`src/rtl/alu_multicycle.sv`:
```
// Execute-stage ALU for the multicycle MIPS core: single-cycle integer ops plus
// iterative shift-add multiply and restoring divide, with a start/in_ready handshake.
module alu_multicycle #(
  parameter int WIDTH = 32
) (
  input  logic             clock,
  input  logic             reset,
  input  logic             start,
  output logic             in_ready,
  input  logic [WIDTH-1:0] read_data1,
  input  logic [WIDTH-1:0] read_data2,
  input  logic [WIDTH-1:0] sign_extend,
  input  logic             alu_src,
  input  logic [1:0]       alu_op,
  input  logic [5:0]       alu_funct,
  output logic [WIDTH-1:0] result,
  output logic [WIDTH-1:0] result_hi,
  output logic             zero,
  output logic             overflow,
  output logic             div_by_zero,
  output logic [WIDTH-1:0] branch_value,
  output logic             out_valid
);

  localparam int SHW = $clog2(WIDTH);
  localparam logic [WIDTH-1:0] MIN_VAL = {1'b1, {(WIDTH-1){1'b0}}};

  typedef enum logic [1:0] {S_IDLE, S_BUSY, S_FIX} state_e;

  typedef enum logic [3:0] {
    OP_ADD, OP_SUB, OP_AND, OP_OR, OP_XOR, OP_NOR, OP_SLT, OP_SLTU,
    OP_SLL, OP_SRL, OP_SRA, OP_MULT, OP_MULTU, OP_DIV, OP_DIVU, OP_NONE
  } op_e;

  state_e state_q, state_d;
  op_e    op;

  logic [WIDTH-1:0] a, b, sum, diff, sc_result;
  logic [SHW-1:0]   shamt;
  logic             sc_ovf, is_iter, is_signed_iter, is_div_op;
  logic [WIDTH-1:0] mag_a, mag_b;

  // Iterative-unit state: acc holds {hi, lo} for multiply and {rem, quot} for divide.
  logic [2*WIDTH-1:0] acc, mul_next, div_next, prod_fix;
  logic [WIDTH-1:0]   divisor, a_orig, bv_hold, q_fix, r_fix;
  logic [SHW-1:0]     cnt;
  logic               it_div, neg_q, neg_r, dbz_r, dovf_r;
  logic [WIDTH:0]     mul_sum, div_shift, div_trial;
  logic [WIDTH-1:0]   fin_lo, fin_hi;

  assign a     = read_data1;
  assign b     = alu_src ? sign_extend : read_data2;
  assign shamt = b[SHW-1:0];
  assign sum   = a + b;
  assign diff  = a - b;

  always_comb begin
    // NOTE: every signal driven here gets a default first so no path can infer a latch.
    op = OP_NONE;
    case (alu_op)
      2'b00:   op = OP_ADD;
      2'b01:   op = OP_SUB;
      default: begin
        case (alu_funct)
          6'b100000: op = OP_ADD;
          6'b100010: op = OP_SUB;
          6'b100100: op = OP_AND;
          6'b100101: op = OP_OR;
          6'b100110: op = OP_XOR;
          6'b100111: op = OP_NOR;
          6'b101010: op = OP_SLT;
          6'b101011: op = OP_SLTU;
          6'b000000: op = OP_SLL;
          6'b000010: op = OP_SRL;
          6'b000011: op = OP_SRA;
          6'b011000: op = OP_MULT;
          6'b011001: op = OP_MULTU;
          6'b011010: op = OP_DIV;
          6'b011011: op = OP_DIVU;
          default:   op = OP_NONE;
        endcase
      end
    endcase
  end

  always_comb begin
    sc_result = '0;
    sc_ovf    = 1'b0;
    case (op)
      OP_ADD: begin
        sc_result = sum;
        sc_ovf    = (a[WIDTH-1] == b[WIDTH-1]) && (sum[WIDTH-1] != a[WIDTH-1]);
      end
      OP_SUB: begin
        sc_result = diff;
        sc_ovf    = (a[WIDTH-1] != b[WIDTH-1]) && (diff[WIDTH-1] != a[WIDTH-1]);
      end
      OP_AND:  sc_result = a & b;
      OP_OR:   sc_result = a | b;
      OP_XOR:  sc_result = a ^ b;
      OP_NOR:  sc_result = ~(a | b);
      OP_SLT:  sc_result = {{(WIDTH-1){1'b0}}, ($signed(a) < $signed(b))};
      OP_SLTU: sc_result = {{(WIDTH-1){1'b0}}, (a < b)};
      OP_SLL:  sc_result = a << shamt;
      OP_SRL:  sc_result = a >> shamt;
      OP_SRA:  sc_result = WIDTH'($signed(a) >>> shamt);
      default: begin
        sc_result = '0;
        sc_ovf    = 1'b0;
      end
    endcase
  end

  assign is_iter        = (op == OP_MULT) || (op == OP_MULTU) || (op == OP_DIV) || (op == OP_DIVU);
  assign is_signed_iter = (op == OP_MULT) || (op == OP_DIV);
  assign is_div_op      = (op == OP_DIV) || (op == OP_DIVU);
  assign mag_a          = (is_signed_iter && a[WIDTH-1]) ? -a : a;
  assign mag_b          = (is_signed_iter && b[WIDTH-1]) ? -b : b;

  // One multiplier bit (LSB of acc) or one quotient bit per BUSY cycle.
  assign mul_sum   = {1'b0, acc[2*WIDTH-1:WIDTH]} + (acc[0] ? {1'b0, divisor} : '0);
  assign mul_next  = {mul_sum, acc[WIDTH-1:1]};
  assign div_shift = {acc[2*WIDTH-1:WIDTH], acc[WIDTH-1]};
  assign div_trial = div_shift - {1'b0, divisor};
  assign div_next  = div_trial[WIDTH]
                   ? {div_shift[WIDTH-1:0], acc[WIDTH-2:0], 1'b0}
                   : {div_trial[WIDTH-1:0], acc[WIDTH-2:0], 1'b1};

  assign prod_fix = neg_q ? -acc : acc;
  assign q_fix    = neg_q ? -acc[WIDTH-1:0] : acc[WIDTH-1:0];
  assign r_fix    = neg_r ? -acc[2*WIDTH-1:WIDTH] : acc[2*WIDTH-1:WIDTH];

  always_comb begin
    fin_lo = prod_fix[WIDTH-1:0];
    fin_hi = prod_fix[2*WIDTH-1:WIDTH];
    if (it_div) begin
      fin_lo = dbz_r ? '1     : q_fix;
      fin_hi = dbz_r ? a_orig : r_fix;
    end
  end

  always_comb begin
    state_d  = state_q;
    in_ready = (state_q == S_IDLE);
    case (state_q)
      S_IDLE:  if (start && is_iter) state_d = S_BUSY;
      S_BUSY:  if (cnt == '0) state_d = S_FIX;
      S_FIX:   state_d = S_IDLE;
      default: state_d = S_IDLE;
    endcase
  end

  always_ff @(posedge clock) begin
    // NOTE: sequential state uses non-blocking assignment so all registers update together.
    if (reset) state_q <= S_IDLE;
    else       state_q <= state_d;
  end

  always_ff @(posedge clock) begin
    if (reset) begin
      result       <= '0;
      result_hi    <= '0;
      zero         <= 1'b0;
      overflow     <= 1'b0;
      div_by_zero  <= 1'b0;
      branch_value <= '0;
      out_valid    <= 1'b0;
      acc          <= '0;
      divisor      <= '0;
      a_orig       <= '0;
      bv_hold      <= '0;
      cnt          <= '0;
      it_div       <= 1'b0;
      neg_q        <= 1'b0;
      neg_r        <= 1'b0;
      dbz_r        <= 1'b0;
      dovf_r       <= 1'b0;
    end else begin
      out_valid <= 1'b0;
      case (state_q)
        S_IDLE: begin
          if (start && is_iter) begin
            acc     <= {{WIDTH{1'b0}}, mag_a};
            divisor <= mag_b;
            a_orig  <= a;
            bv_hold <= sign_extend;
            cnt     <= SHW'(WIDTH - 1);
            it_div  <= is_div_op;
            neg_q   <= is_signed_iter && (a[WIDTH-1] ^ b[WIDTH-1]);
            neg_r   <= is_signed_iter && a[WIDTH-1];
            dbz_r   <= is_div_op && (b == '0);
            dovf_r  <= (op == OP_DIV) && (a == MIN_VAL) && (b == '1);
          end else if (start) begin
            result       <= sc_result;
            result_hi    <= '0;
            zero         <= (sc_result == '0);
            overflow     <= sc_ovf;
            div_by_zero  <= 1'b0;
            branch_value <= sign_extend;
            out_valid    <= 1'b1;
          end
        end
        S_BUSY: begin
          acc <= it_div ? div_next : mul_next;
          cnt <= cnt - 1'b1;
        end
        S_FIX: begin
          result       <= fin_lo;
          result_hi    <= fin_hi;
          zero         <= (fin_lo == '0);
          overflow     <= dovf_r;
          div_by_zero  <= dbz_r;
          branch_value <= bv_hold;
          out_valid    <= 1'b1;
        end
        default: ;
      endcase
    end
  end

endmodule

```
`config.mk`:
```
export PLATFORM = sky130hd
export DESIGN_NAME = alu_multicycle
export DESIGN_NICKNAME = d
export VERILOG_FILES = /design/src/rtl/alu_multicycle.sv
export SDC_FILE = /design/constraint.sdc
export NUM_CORES = 2
export LEC_CHECK = 0
export BUFFER_PORTS_ARGS = -buffer_cell sky130_fd_sc_hd__buf_4
export CAP_MARGIN = 10
export CORE_ASPECT_RATIO = 0.5
export CORE_UTILIZATION = 30
export CTS_BUF_LIST = sky130_fd_sc_hd__clkbuf_16
export CTS_CLUSTER_DIAMETER = 200
export DETAILED_ROUTE_END_ITERATION = 16
export SLEW_MARGIN = 20
export SYNTH_ARGS = -nofsm -noshare
export SYNTH_HDL_FRONTEND = slang
export SYNTH_SLANG_ARGS = --single-unit
```
`constraint.sdc`:
```
create_clock -name clock -period 6.46 [get_ports clock]
set_clock_uncertainty 0.2 [all_clocks]
set_input_delay 0.323 -clock clock [delete_from_list [all_inputs] [get_ports clock]]
set_output_delay 0.323 -clock clock [all_outputs]
set_load 0.03 [all_outputs]
```
==> parameters.txt <==
Parameter                              Value

Run status
  Outcome    complete, but fails checks
  Violations in the final reports    DRC

Critical path
  Slowest stage cell on the critical path    sky130_fd_sc_hd__or4_1
  Largest fanout of any net on the critical path    30
  Kind of end point of the critical path    register
  Largest delay share family, worst path    compound AO/OA/AOI/OAI gates
  Launching element type of the critical path    input pin
  Crit Path Category    in -> reg
  Data required, critical path    6.82 ns
  Buffer and inverter count on the worst path    3
  Worst EP arrival    6.21 ns
  Cell-by-cell listing of the critical path    dlygate4sd3_1, buf_4, mux2i_4, buf_4, ha_1, o21bai_1, a21oi_1, a211oi_1, o21ai_0, a21oi_1, a21boi_0, a211oi_1, o221ai_1, or4_1, or4_1, nor4_1, a41o_1
  Delay of the slowest cell on the worst path    0.71 ns

Yosys
  Post-synthesis simple-gate area fraction    0.2010
  Yosys warning total    0
  Adder-Cell Fraction of Synth Area    0.08264
  Post-Syn Nets    4153
  Dominant combinational cell family by area after synthesis    compound AO/OA/AOI/OAI gates
  Area fraction in compound gates after synthesis    0.2874
  Multiplexer share of the synthesized area    0.1104
  Share of synthesized area occupied by flip-flops and latches    0.1919
  Gate Count Post-Synth    3860
  Ys async rst share    0
  Number of enable-type register cells in the synthesized netlist    0
  Distinct cells, synth    93
  Number of flip-flops and latches in the synthesized netlist    272
  Leading register cell type out of synthesis    sky130_fd_sc_hd__dfxtp_1
  Synthesized area per cell    7.350 µm²
  Area share of xor/xnor cells in the synthesized design    0.06205
  Post-Synthesis Cell Area    28370 µm²

Timing
  Unrepaired setup endpoints after global routing    false
  Final setup violation count    0
  Final worst path period need    5.848 ns
  Relative slew slack    0.2491
  Highest clock frequency the design can meet    171.0 MHz
  Transition time at the pin with the least slew margin    1.116 ns
  Period utilization    0.9052
  Max Transition Viols Final    0
  Final hold violation count    0
  Post-Route Setup TNS    0 ns
  Least setup slack across all paths after layout    0.6122 ns

Global routing
  Pin count of the biggest net entering global routing    100
  Global route overflow    0
  Number of global-route vias before repair    30261
  Global-route total usage across every layer    0.3112
  Antenna violations before repair    18
  Wire length of the first global-routing pass    221200 µm

Clock network
  TritonCTS clock tree    done
  Clock-pin slew reported for the worst setup and hold paths after clock tree synthesis    0.07 ns
  Number of sinks on the clock net    272
  PostCTS Resize Cnt    0
  CTS buffer count    31
  H-Tree Level Count    1
  CTS Buffer Depth    3
  Clock latency reported for the late side of the worst-skew pair    0.61 ns
  Root Buffer    sky130_fd_sc_hd__clkbuf_16

Worst hold path
  Path class of the lowest-slack min-delay path    in -> reg

Placed design
  DP Wirelength    120100 µm
  Gp weighted congestion    1.071
  Count of buffers from port buffering    208
  DP Worst Slack    0.5126 ns
  Post-place instance area    31660 µm²

Route
  Routed Antenna Nets    0
  Final routed wire length divided by cell count    29.69 µm
  Total wirelength of the detailed-routed design    157100 µm
  Iteration count of the initial detailed-routing pass    12
  Via count of the routed design    33233
  Vias per cell    6.280
  Initial detailed-routing violation count    4735
  Remaining routing DRC violations    12

Final layout
  Most common cell after layout, fill and taps aside    sky130_fd_sc_hd__nand2_1
  Most frequent cells in the layout    sky130_fd_sc_hd__nand2_1, sky130_fd_sc_hd__buf_4, sky130_fd_sc_hd__nor2_1, sky130_fd_sc_hd__a21oi_1, sky130_fd_sc_hd__dfxtp_1
  Ratio of cells with drive above 1 in the final layout    0.1361
  Net count reported at finish    4295
  Final Cell Area    33350 µm²
  Syn-to-layout area delta    17.56%

Power
  Register share of total power    0.281
  Share of power burned in the clock network    0.294
  Net switching power figure    2.785 mW
  Ratio of total power to cell area    200.2 nW/µm²
  Cell leakage power    12.95 nW
  Cell internal power dissipation    3.891 mW
  Worst vdd ir    0.0002136 V
  Net switching fraction of the power    0.4171
  Combinational share of power    0.425

Floorplanning
  Ports    209
  Total Die Area    95880 µm²
  Die outline height    219.5 µm
  Initial Util    0.3041
  Horizontal extent of the die    436.9 µm
  Core Region    93310 µm²
  Cell Rows    79

Flow run
  Number of maximum-capacitance violations    0
[power groups by stage]
stage	sequential [mW]	combinational [mW]	clock (mW)
2_1_floorplan	1.92	1.64	0
3_3_place_gp	1.90	2.69	0
3_5_place_dp	1.91	2.68	0
4_1_cts	1.87	2.73	1.98
5_1_grt	1.88	2.96	2.05
6_report	1.87	2.84	1.96
[cells in the mapped netlist (37+ instances only)]
cell / number / area share
sky130_fd_sc_hd__o21ai_0: 211 / 0.037
sky130_fd_sc_hd__a22oi_1: 43 / 0.011
sky130_fd_sc_hd__inv_1: 154 / 0.020
sky130_fd_sc_hd__a211oi_1: 109 / 0.029
sky130_fd_sc_hd__a221oi_1: 37 / 0.011
sky130_fd_sc_hd__xnor2_1: 148 / 0.046
sky130_fd_sc_hd__a222oi_1: 40 / 0.014
sky130_fd_sc_hd__nand4_1: 37 / 0.0082
sky130_fd_sc_hd__mux2i_1: 157 / 0.055
sky130_fd_sc_hd__ha_1: 181 / 0.080
sky130_fd_sc_hd__mux4_2: 58 / 0.046
sky130_fd_sc_hd__o211ai_1: 67 / 0.018
sky130_fd_sc_hd__a21o_1: 46 / 0.012
sky130_fd_sc_hd__clkbuf_1: 259 / 0.034
sky130_fd_sc_hd__nor3_1: 66 / 0.012
sky130_fd_sc_hd__nand3_1: 80 / 0.014
sky130_fd_sc_hd__a21oi_1: 354 / 0.062
sky130_fd_sc_hd__nor2_1: 366 / 0.048
sky130_fd_sc_hd__nand2_1: 501 / 0.066
sky130_fd_sc_hd__dfxtp_1: 272 / 0.19
sky130_fd_sc_hd__xor2_1: 53 / 0.016
[worst paths after layout]
kind         slack (ns)  depth (start not counted)           end      startpoint
min reg2reg        0.25                          2  result_hi[9]    result_hi[9]
max reg2reg        0.98                         16       acc[63]          acc[0]
min                0.06                          5         dbz_r  read_data2[31]
max                0.61                         17          zero  sign_extend[1]
[layer usage]
layer / part of all wire / track usage
met1: 0.42 / 0.4268
met2: 0.41 / 0.4515
met3: 0.12 / 0.08969
met4: 0.046 / 0.1291
met5: 0.0012 / 0.009073
[cell type report]
cell class	instances	area [µm²]
clock buffers	31	775.7
multi-input cells	3116	21270
clock inverters	27	321.6
well taps	1255	1570
inverters	158	598.1
repair buffers	423	3337
flip-flops and latches	272	5451
diodes	10	25.02
fillers	9811	59960
[cell families (layout without fill, tap and decap cells)]
logic type,count (synthesis),after routing
AOI/OAI and AO/OA,1228,1228
xor gates and xnor gates,201,201
adders and majority gates,185,185
buffers and inverters,472,639
DFF,272,272
muxes,228,228
other,0,10
and+or+nand+nor,1274,1274
[worst register-to-register path: stages, from the launching register on]
cell	delay [ns]
sky130_fd_sc_hd__dfxtp_1	0.57
sky130_fd_sc_hd__inv_1	0.42
sky130_fd_sc_hd__nor2_1	0.24
sky130_fd_sc_hd__ha_1	0.30
sky130_fd_sc_hd__a211oi_1	0.39
sky130_fd_sc_hd__nor2_1	0.09
sky130_fd_sc_hd__o41ai_1	0.40
sky130_fd_sc_hd__buf_4	0.20
sky130_fd_sc_hd__o21ai_0	0.18
sky130_fd_sc_hd__a31oi_1	0.44
sky130_fd_sc_hd__o21ai_0	0.21
sky130_fd_sc_hd__o41ai_1	0.57
sky130_fd_sc_hd__o21ai_0	0.33
sky130_fd_sc_hd__a31o_2	0.34
sky130_fd_sc_hd__a211o_1	0.30
sky130_fd_sc_hd__o211ai_1	0.08
sky130_fd_sc_hd__o211ai_1	0.10
[per-stage QoR]
stage               hold slack [ns]  instances    util  power (mW)
floorplan                    0.2313       3860       -       3.559
global placement             0.2397       5169  0.3393       4.596
detailed placement           0.2461       5169  0.3393       4.592
CTS                         0.01751       5281  0.3568       6.575
global route                0.05297       5282  0.3572       6.894
finish                      0.05972       5292  0.3574       6.676
[what timing repair did]
item	4_1_cts	5_1_grt
hold endpoints to repair	87	0
hold buffers	54	0
buffers inserted	0	0
[flip-flops by register name (all words and copies together) (netlist names), 5 cells and up]
register and count:
result_hi 32, result 32, cnt 5, acc 64, a_orig 32, branch_value 32, bv_hold 32, divisor 32
(Power assumes the default switching activity.)
